--- src/rtl/bcd_pkg.sv ---
// -----------------------------------------------------------------------------
// bcd_pkg
// Shared BCD definitions used by the calculator's BCD adder and subtractor.
//   BCD_W            bits per packed BCD digit
//   BCD_MAX          largest legal digit value
//   bcd_digit_t      one packed BCD digit
//   bcd_sub_state_t  control states of the serial subtractor
//   bcd_is_valid()   1 when a 4-bit digit is a legal BCD digit (0..9)
// -----------------------------------------------------------------------------
package bcd_pkg;

    localparam int BCD_W   = 4;
    localparam int BCD_MAX = 9;

    typedef logic [BCD_W-1:0] bcd_digit_t;

    typedef enum logic [1:0] {
        IDLE = 2'd0,
        SUB  = 2'd1,
        FIX  = 2'd2,
        DONE = 2'd3
    } bcd_sub_state_t;

    function automatic logic bcd_is_valid(input bcd_digit_t v);
        return (v <= bcd_digit_t'(BCD_MAX));
    endfunction

endpackage

--- src/rtl/bcd_digit_sub.sv ---
// -----------------------------------------------------------------------------
// bcd_digit_sub
// Combinational single-digit BCD subtract with borrow: d = x - y - bin, with a
// +10 correction and borrow-out whenever the raw difference goes negative.
//   x, y  [3:0]  BCD digits (both assumed <= 9)
//   bin          borrow in
//   d     [3:0]  corrected BCD result digit (always 0..9)
//   bout         borrow out
// -----------------------------------------------------------------------------
module bcd_digit_sub
    import bcd_pkg::*;
(
    input  bcd_digit_t x,
    input  bcd_digit_t y,
    input  logic       bin,
    output bcd_digit_t d,
    output logic       bout
);

    // One extra bit holds the sign: for legal digits the raw result lies in
    // -10..9, which fits a 5-bit two's-complement value.
    logic [BCD_W:0] t;

    always_comb begin
        t    = {1'b0, x} - {1'b0, y} - {{BCD_W{1'b0}}, bin};
        bout = t[BCD_W];
        // Adding 10 modulo 16 maps -10..-1 onto 0..9.
        d    = bout ? (t[BCD_W-1:0] + bcd_digit_t'(10)) : t[BCD_W-1:0];
    end

endmodule

--- src/rtl/bcd_serial_subtractor.sv ---
// -----------------------------------------------------------------------------
// bcd_serial_subtractor
// Digit-serial |a-b| over DIGITS packed BCD digits, least significant digit
// first, one digit per clock. A final borrow means the result is in tens
// complement, so a second serial pass (0 - diff) turns it into a magnitude and
// neg is set.
//   clk     clock, rising edge
//   rst_n   asynchronous active-low reset
//   start   request, sampled only in IDLE
//   a, b    minuend / subtrahend, packed BCD, digit 0 in [3:0]
//   busy    high while subtracting or re-complementing
//   done    one-cycle pulse, result valid
//   diff    |a-b| packed BCD, held until the next accepted start
//   neg     a < b, valid with diff
//   err     some input digit was > 9, valid with diff
// -----------------------------------------------------------------------------
module bcd_serial_subtractor
    import bcd_pkg::*;
#(
    parameter int DIGITS = 4
) (
    input  logic                    clk,
    input  logic                    rst_n,
    input  logic                    start,
    input  logic [BCD_W*DIGITS-1:0] a,
    input  logic [BCD_W*DIGITS-1:0] b,
    output logic                    busy,
    output logic                    done,
    output logic [BCD_W*DIGITS-1:0] diff,
    output logic                    neg,
    output logic                    err
);

    localparam int                IDX_W    = (DIGITS > 1) ? $clog2(DIGITS) : 1;
    localparam logic [IDX_W-1:0]  LAST_IDX = IDX_W'(DIGITS - 1);

    bcd_sub_state_t                   state_q;
    logic [IDX_W-1:0]                 idx_q;
    logic                             borrow_q;
    logic [DIGITS-1:0][BCD_W-1:0]     a_q;
    logic [DIGITS-1:0][BCD_W-1:0]     b_q;
    logic [DIGITS-1:0][BCD_W-1:0]     diff_q;
    logic                             neg_q;
    logic                             err_q;
    logic                             busy_q;
    logic                             done_q;

    // Input validity: one flag per digit position, checked on the live ports
    // so the decision is made in the same edge that latches the operands.
    logic [DIGITS-1:0] bad_digit;

    genvar gi;
    generate
        for (gi = 0; gi < DIGITS; gi++) begin : g_chk
            assign bad_digit[gi] = !bcd_is_valid(a[gi*BCD_W +: BCD_W]) ||
                                   !bcd_is_valid(b[gi*BCD_W +: BCD_W]);
        end
    endgenerate

    // The single digit subtractor is shared by both passes: a-b in SUB and
    // 0-diff in FIX.
    bcd_digit_t sub_x;
    bcd_digit_t sub_y;
    bcd_digit_t sub_d;
    logic       sub_bout;

    assign sub_x = (state_q == FIX) ? bcd_digit_t'(0) : a_q[idx_q];
    assign sub_y = (state_q == FIX) ? diff_q[idx_q]   : b_q[idx_q];

    bcd_digit_sub u_digit_sub (
        .x    (sub_x),
        .y    (sub_y),
        .bin  (borrow_q),
        .d    (sub_d),
        .bout (sub_bout)
    );

    always_ff @(posedge clk or negedge rst_n) begin
        if (!rst_n) begin
            state_q  <= IDLE;
            idx_q    <= '0;
            borrow_q <= 1'b0;
            a_q      <= '0;
            b_q      <= '0;
            diff_q   <= '0;
            neg_q    <= 1'b0;
            err_q    <= 1'b0;
            busy_q   <= 1'b0;
            done_q   <= 1'b0;
        end else begin
            case (state_q)
                IDLE: begin
                    if (start) begin
                        a_q      <= a;
                        b_q      <= b;
                        borrow_q <= 1'b0;
                        idx_q    <= '0;
                        neg_q    <= 1'b0;
                        diff_q   <= '0;
                        if (|bad_digit) begin
                            err_q   <= 1'b1;
                            done_q  <= 1'b1;
                            state_q <= DONE;
                        end else begin
                            err_q   <= 1'b0;
                            busy_q  <= 1'b1;
                            state_q <= SUB;
                        end
                    end
                end

                SUB: begin
                    diff_q[idx_q] <= sub_d;
                    if (idx_q == LAST_IDX) begin
                        idx_q <= '0;
                        if (sub_bout) begin
                            // Result is the tens complement of the magnitude.
                            borrow_q <= 1'b0;
                            neg_q    <= 1'b1;
                            state_q  <= FIX;
                        end else begin
                            borrow_q <= 1'b0;
                            busy_q   <= 1'b0;
                            done_q   <= 1'b1;
                            state_q  <= DONE;
                        end
                    end else begin
                        borrow_q <= sub_bout;
                        idx_q    <= idx_q + 1'b1;
                    end
                end

                FIX: begin
                    diff_q[idx_q] <= sub_d;
                    if (idx_q == LAST_IDX) begin
                        // The final borrow of 0-x is always set here; drop it.
                        idx_q    <= '0;
                        borrow_q <= 1'b0;
                        busy_q   <= 1'b0;
                        done_q   <= 1'b1;
                        state_q  <= DONE;
                    end else begin
                        borrow_q <= sub_bout;
                        idx_q    <= idx_q + 1'b1;
                    end
                end

                DONE: begin
                    done_q  <= 1'b0;
                    state_q <= IDLE;
                end

                default: begin
                    busy_q  <= 1'b0;
                    done_q  <= 1'b0;
                    state_q <= IDLE;
                end
            endcase
        end
    end

    assign busy = busy_q;
    assign done = done_q;
    assign diff = diff_q;
    assign neg  = neg_q;
    assign err  = err_q;

endmodule
--- config.mk ---
export PLATFORM = sky130hd
export DESIGN_NAME = bcd_serial_subtractor
export DESIGN_NICKNAME = d
export VERILOG_FILES = /design/src/rtl/bcd_pkg.sv /design/src/rtl/bcd_digit_sub.sv /design/src/rtl/bcd_serial_subtractor.sv
export SDC_FILE = /design/constraint.sdc
export NUM_CORES = 1
export LEC_CHECK = 0
export ABC_AREA = 1
export ABC_CLOCK_PERIOD_IN_PS = 3400
export CAP_MARGIN = 15
export CORE_ASPECT_RATIO = 1.5
export CORE_UTILIZATION = 53
export DETAILED_ROUTE_END_ITERATION = 8
export PLACE_DENSITY = 0.9
export SETUP_SLACK_MARGIN = 0.15
export SLEW_MARGIN = 30
export SYNTH_ARGS = -nofsm -noshare
export SYNTH_HDL_FRONTEND = slang
export SYNTH_HIERARCHICAL = 1
export SYNTH_SLANG_ARGS = --single-unit
--- constraint.sdc ---
create_clock -name clk -period 3.4 [get_ports clk]
set_input_delay 0.51 -clock clk [delete_from_list [all_inputs] [get_ports clk]]
set_output_delay 0.51 -clock clk [all_outputs]
set_load 0.005 [all_outputs]
* Word-level counts from Yosys, hierarchy flattened *
Index checks and enable logic that the tools add are counted.

cells by class
  $lt $le $gt $ge = 10
  muxes and demuxes = 42
  $add $sub $neg = 4
  reductions and logical operators = 25
  equality and inequality tests = 11

operator list
  cell                                                   number
  <= comparator 4 bit, second input constant             8
  one-hot mux 16 bit (2 select lines)                    1
  2-to-1 mux 4 bit                                       7
  binary-select mux 4 bit (select 2 bit)                 3
  bitwise mux 16 bit                                     1
  2-to-1 mux 1 bit                                       16
  2-to-1 mux 16 bit                                      1
  2-to-1 mux 2 bit                                       6
  inequality test 2 bit, second input constant           5
  demux 4 bit (select 2 bit)                             1
  logical NOT 1 bit                                      8
  one-hot mux 2 bit (4 select lines)                     1
  == test 2 bit, second input constant                   3
  AND reduction 6 bit                                    1
  AND reduction 5 bit                                    1
  subtractor 4 x 4 -> 5 bit                              1
  subtractor 5 x 1 -> 5 bit                              1
  adder 4 bit, second input constant                     1
  logical OR 1 bit                                       4
  inequality test 2 x 1 -> 1 bit, second input constant  2
  one-hot mux 1 bit (2 select lines)                     2
  one-hot mux 1 bit (4 select lines)                     1
  one-hot mux 2 bit (2 select lines)                     1
  AND reduction 2 bit                                    2
  13 further kinds                                       14

storage, ports and cells
  output and inout bits = 20
  register bits after elaboration = 57

* Depth between registers and ports, before layout *
  depth in word-level cells = 9
  depth in mapped cells = 21
  mapped depth without buffers = 20

* By module *
The synthesis kept the hierarchy.

by module, submodules not included
  module                 instances  area an instance (um2)  cells an instance
  bcd_serial_subtractor  1          2821.5                  292
  bcd_digit_sub          1          357.8                   54

* Worst setup path before layout *
Ideal clock, no wire load.

  path type = flip-flop to flip-flop
  start point = register state_q[0]
  end point = register busy_q (netlist: busy)
  arrival time = 2751 ps
  clock period less this slack = 2868 ps
  stages on the path, launching flop included = 20
  library setup time = 116 ps
  data required time = 3284 ps
  path buffers = 1
  setup slack = 532 ps
  cell sequence = dfrtp_1 -> inv_1 -> ha_1 -> buf_6 -> inv_1 -> o21ai_0 -> a21oi_1 -> a31oi_1 -> inv_1 -> fa_1 -> fa_1 -> inv_1 -> nand2_2 -> nand2_4 -> nand3_2 -> nand2_4 -> nand2_1 -> and3_1 -> nand3_1 -> nand2_1

on the way
  word-level cells in the longest chain between the ends = 6

ends and longest elaborated chain
  item                             RTL line                      text
  start: declaration               bcd_serial_subtractor.sv:37   bcd_sub_state_t state_q;
  start signal: assignment         bcd_serial_subtractor.sv:80   state_q <= IDLE;
  start signal: assignment         bcd_serial_subtractor.sv:103  state_q <= DONE;
  start signal: assignment         bcd_serial_subtractor.sv:107  state_q <= SUB;
  == test 2 bit                    bcd_serial_subtractor.sv:68   assign sub_y = (state_q == FIX) ? diff_q[idx_q] : b_q[idx_q];
  2-to-1 mux 4 bit                 bcd_serial_subtractor.sv:68
  named net sub_y[0]               bcd_serial_subtractor.sv:63   bcd_digit_t sub_y;
  subtractor 4 x 4 -> 5 bit        bcd_digit_sub.sv:25           t = {1'b0, x} - {1'b0, y} - {{BCD_W{1'b0}}, bin};
  subtractor 5 x 1 -> 5 bit        bcd_digit_sub.sv:25
  named net sub_bout               bcd_serial_subtractor.sv:65   logic sub_bout;
  inequality test 2 bit (no line)  --
  AND reduction 6 bit (no line)    --
  end signal: assignment           bcd_serial_subtractor.sv:88   busy_q <= 1'b0;
  end signal: assignment           bcd_serial_subtractor.sv:106  busy_q <= 1'b1;
  end signal: assignment           bcd_serial_subtractor.sv:123  busy_q <= 1'b0;
  end: declaration                 bcd_serial_subtractor.sv:45   logic busy_q;

The timed path passes the listed nets, and every way through them passes these cells.
A chain may end at the register's enable or synchronous reset.

* Final worst setup path *
  start point = register idx_q[0]
  end point = register diff_q (netlist bit diff[7])

on the way
  word-level cells in the longest chain between the ends = 9

ends and longest elaborated chain
  item                                     RTL line                                                    text
  start: declaration                       bcd_serial_subtractor.sv:38                                 logic [IDX_W-1:0] idx_q;
  start signal: assignment                 bcd_serial_subtractor.sv:129                                idx_q <= idx_q + 1'b1;
  start signal: assignment                 bcd_serial_subtractor.sv:144                                idx_q <= idx_q + 1'b1;
  binary-select mux 4 bit (select 2 bit)   bcd_serial_subtractor.sv:68
  2-to-1 mux 4 bit (not written as such)   bcd_serial_subtractor.sv:68
  2-to-1 mux 4 bit (*)                     bcd_serial_subtractor.sv:68
  named net sub_y[0]                       bcd_serial_subtractor.sv:63
  subtractor 4 x 4 -> 5 bit (*)            bcd_digit_sub.sv:25
  subtractor 5 x 1 -> 5 bit (*)            bcd_digit_sub.sv:25
  adder 4 bit                              bcd_digit_sub.sv:28                                         d = bout ? (t[BCD_W-1:0] + bcd_digit_t'(10)) : t[BCD_W-1:0];
  2-to-1 mux 4 bit (*)                     bcd_digit_sub.sv:28
  named net sub_d[3]                       bcd_serial_subtractor.sv:64                                 bcd_digit_t sub_d;
  bitwise mux 16 bit (*)                   bcd_serial_subtractor.sv:113, bcd_serial_subtractor.sv:134
  one-hot mux 16 bit (2 select lines) (*)  bcd_serial_subtractor.sv:91                                 case (state_q)
  end signal: indexed assignment           bcd_serial_subtractor.sv:113                                diff_q[idx_q] <= sub_d;
  end signal: indexed assignment           bcd_serial_subtractor.sv:134                                diff_q[idx_q] <= sub_d;
  end: declaration                         bcd_serial_subtractor.sv:42                                 logic [DIGITS-1:0][BCD_W-1:0] diff_q;

Mark *: on every way through the listed nets, which the timed path passes. The rest lies on a longest branch. The select of a mux whose other input is x is not followed.

==> reports/results.env <==
SETUP_REPAIR_AFTER_GLOBAL_ROUTING_MISSED_ITS_MARGIN='no'
SYNTH_SEQ_AREA_SHARE_PCT=44.9
ACHIEVABLE_FREQUENCY_MHz=338
INSERTED_CLOCK_BUFFERS=9
SYNTH.FF_LATCH_COUNT=57
POST_DETAILED_PLACEMENT_HALF_PERIMETER_WIRELENGTH_MM=6.05
DIE-AREA_MM2=0.00632
DRIVE_ABOVE_1_SHARE_PCT=18.4
CRITPATHMOSTFREQUENTCELL='sky130_fd_sc_hd__nand2_1'
WORST_PATH_ARRIVAL_NS=3.23
XOR_AND_XNOR_AREA_SHARE_AFTER_SYNTHESIS_PCT=0.275
AREA_GROWTH_PCT=25.5
ANTENNA_VIOLATING_NETS_POST_ROUTE=0
CRITICAL_PATH_BUF_INV_COUNT=4
SYNTH_COMPOUND_AREA_SHARE_PCT=14.2
CLOCK_TREE.HTREE_LEVEL_COUNT=3
CRITICAL_PATH.ENDPOINT_TYPE='flop'
FINCLKSKEW_NS=0.00506
POST-CTS-SETUP-BUFFER-COUNT=0
SYNTH_TOP_FAMILY_BY_AREA='simple AND/OR/NAND/NOR gates'
OUTCOME='finished, final reports clean'
FINALSETUPTNS_NS=0
SLEW_HEADROOM_PCT=48.7
ROUTED-VIA-COUNT=2692
ANTENNA_CELLS_INSERTED=0
CRIT_FAMILY='adder cells'
NETLIST_INSTANCES=346
GRT_START_MAX_NET_PINS=35
CRITICAL_PATH_CLASS='flop to flop'
SYNTHESIZED_AREA_PER_CELL_UM2=9.19
DIE_WIDTH_UM=65.2
SLEW_VIOL_FINAL=0
TIMING.MAX_CAP.VIOLATIONS=0
FIN_CRIT_NS=2.96
AVGROUTEDWIREPERCELL_UM=16.6
SETUP.WORST_PATH.START_CLASS='flop'
CTS_HOLD_BUF=0
PLACEMENTROWS=34
POST_SYNTH_AND_OR_NAND_NOR_AREA_FRACTION_PCT=14.2
CRIT_PATH_TOP_DELAY_CELL='sky130_fd_sc_hd__dfrtp_2'
DRT_DRC_VIOLATIONS_LEFT=0
COMMONEST_NON_FILL_NON_TAP_CELL_IN_THE_LAYOUT='sky130_fd_sc_hd__dfrtp_1'
YOSYSUNIQUECELLTYPES=26
NETS=460
COREAREA_MM2=0.00579
PLACE_CONGESTION=0.984
NUMBER_OF_ANTENNA_VIOLATIONS_AT_THE_FIRST_CHECK_IN_GLOBAL_ROUTING=0
WORST_SETUP_HOLD_PATH_CLK_SLEW_NS=0.06
DRT_ITER0_MARKERS=204
DIE_H_UM=96.9
FIRST_GLOBAL_VIAS=2728
GLOBAL_ROUTE.OVERFLOW_TOTAL=0
MULTIPLEXER_SHARE_OF_THE_SYNTHESIZED_AREA_PCT=11.7
HOLDCRITPATHCLASS='input port to async pin'
FINALSETUPVIOLCOUNT=0
YS_WARN_COUNT=6
BUFFERS_ON_PORTS=54
TIMING.CRITICAL_PATH.CELLS='buf_4 -> a21oi_1 -> o21ai_0 -> a31oi_1 -> inv_1 -> fa_2 -> fa_2 -> inv_1 -> nand2_2 -> nand2_1 -> ha_1 -> inv_1 -> nand3_1 -> nand2_1 -> nand2_1 -> nand2_1 -> o22ai_1'
CTS_SINKS=57
FINAL_CELL_MIX='56 x sky130_fd_sc_hd__dfrtp_1, 53 x sky130_fd_sc_hd__clkdlybuf4s50_1, 52 x sky130_fd_sc_hd__nand2_1'
GRT_FIRST_PASS_WIRELENGTH_MM=13.2
NETLIST_AREA_MM2=0.00318
TIMING.CRITICAL_PATH.FANOUT_MAX=10
DETAIL_ROUTE.WIRELENGTH_MM=8.01
TIMING.FINAL.CRIT_SHARE_PCT=87.1
BOUNDARYPINS=55
CTS_RESIZED=0
SYNTH_FA_HA_AREA_SHARE_PCT=7.16
VIA_PER_INST=5.56
CLOCK_TREE.ROOT_CELL='sky130_fd_sc_hd__clkbuf_8'
HOLD_VIOL_FINAL=0
CLK_LATENCY_NS=0.35
WORST-SLEW-PIN-TRANSITION_NS=0.766
WORST_EP_REQUIRED_TIME_NS=3.67
DRTPASS1ITERATIONS=4
INITIAL_UTIL_PCT=55.0
GRT.TOTAL_USAGE_PCT=28.4
MAX-CLOCK-PATH-BUFFERS=2
TIMING.CRITICAL_PATH.SLOWEST_CELL_DELAY_NS=0.48
TRITONCTS='yes'
MAPPEDNETLISTNETS=398
metrics by stage:
step | worst slack [ns] | util (%) | cells | cell area (um2) | hold WS [ns]
floorplan | 0.532 | - | 346 | 3180 | 0.214
global placement | 0.340 | 65.3 | 469 | 3780 | 0.455
detailed placement | 0.267 | 65.3 | 469 | 3780 | 0.468
CTS | 0.247 | 68.7 | 484 | 3980 | 0.154
global route | 0.219 | 69.0 | 484 | 3990 | 0.186
finish | 0.437 | 69.0 | 484 | 3990 | 0.141
metal layers:
layer  vias up  wire length (um)  GRT usage, %
li1       1287                 -             -
met1      1297              3000          31.5
met2        83              4360          48.2
met3        25               279          5.07
met4         0               378          18.6
met5         -                 0             0
logic make-up (layout without fill, tap and decap cells):
logic type,Yosys count,in the layout
and+or+nand+nor,100,100
AOI/OAI and AO/OA,85,85
adders and majority gates,17,17
muxes,33,33
DFF,57,57
xor gates and xnor gates,1,1
buffers and inverters,53,119
cells in the mapped netlist:
| library cell | instances | share of area [%] |
|---|---|---|
| sky130_fd_sc_hd__a21oi_1 | 21 | 3.3 |
| sky130_fd_sc_hd__a21oi_2 | 1 | 0.28 |
| sky130_fd_sc_hd__a31oi_1 | 4 | 0.79 |
| sky130_fd_sc_hd__and3_1 | 1 | 0.20 |
| sky130_fd_sc_hd__buf_2 | 5 | 0.79 |
| sky130_fd_sc_hd__buf_4 | 2 | 0.47 |
| sky130_fd_sc_hd__buf_6 | 4 | 1.4 |
| sky130_fd_sc_hd__dfrtp_1 | 57 | 45 |
| sky130_fd_sc_hd__fa_1 | 2 | 1.3 |
| sky130_fd_sc_hd__ha_1 | 15 | 5.9 |
| sky130_fd_sc_hd__inv_1 | 40 | 4.7 |
| sky130_fd_sc_hd__inv_2 | 2 | 0.24 |
| sky130_fd_sc_hd__mux2_2 | 33 | 12 |
| sky130_fd_sc_hd__nand2_1 | 52 | 6.1 |
| sky130_fd_sc_hd__nand2_2 | 3 | 0.59 |
| sky130_fd_sc_hd__nand2_4 | 4 | 1.4 |
| sky130_fd_sc_hd__nand3_1 | 10 | 1.6 |
| sky130_fd_sc_hd__nand3_2 | 2 | 0.63 |
| sky130_fd_sc_hd__nand3b_1 | 1 | 0.24 |
| sky130_fd_sc_hd__nor2_1 | 24 | 2.8 |
| sky130_fd_sc_hd__nor2_2 | 2 | 0.39 |
| sky130_fd_sc_hd__o21ai_0 | 45 | 7.1 |
| sky130_fd_sc_hd__o21ai_1 | 1 | 0.16 |
| sky130_fd_sc_hd__o22ai_1 | 13 | 2.6 |
| sky130_fd_sc_hd__or2_2 | 1 | 0.20 |
| sky130_fd_sc_hd__xor2_1 | 1 | 0.28 |
state kept, by name, summed over array words and instances (netlist names):
signal    cells
a_q          16
b_q          16
diff         16
idx_q         2
state_q       2
borrow_q      1
busy          1
done          1
err           1
neg           1
worst register-to-register path, delay by kind of cell (launching register included):
| family | cells | cell delay [ns] |
|---|---|---|
| adder cells (fa/ha/maj) | 3 | 0.90 |
| AND/OR/NAND/NOR | 6 | 0.49 |
| buffers and inverters | 4 | 0.39 |
| AO/OA/AOI/OAI | 4 | 0.62 |
| flip-flops | 1 | 0.48 |
final timing paths:
kind                            to  slack (ns)     start  depth (start not counted)
setup / recovery           diff[7]        0.44  idx_q[0]                         17
hold / removal                done        0.14     rst_n                          1
setup reg to reg           diff[7]        0.44  idx_q[0]                         17
hold reg to reg               done        0.48      done                          2
max in group asynchronous  a_q[13]        2.44     rst_n                          2
min in group clk              done        0.48      done                          2
layout make-up:
| class | count | area (um2) |
|---|---|---|
| clock buffers | 12 | 155 |
| repair buffers | 62 | 596 |
| multi-input cells | 236 | 1520 |
| well taps | 72 | 90.1 |
| inverters | 42 | 160 |
| fillers | 465 | 1800 |
| flip-flops and latches | 57 | 1430 |
| clock inverters | 3 | 40.0 |
Power is left out: the tool's default activity adds up to more than one toggle a clock period on the data nets, which glitch-free logic cannot reach.
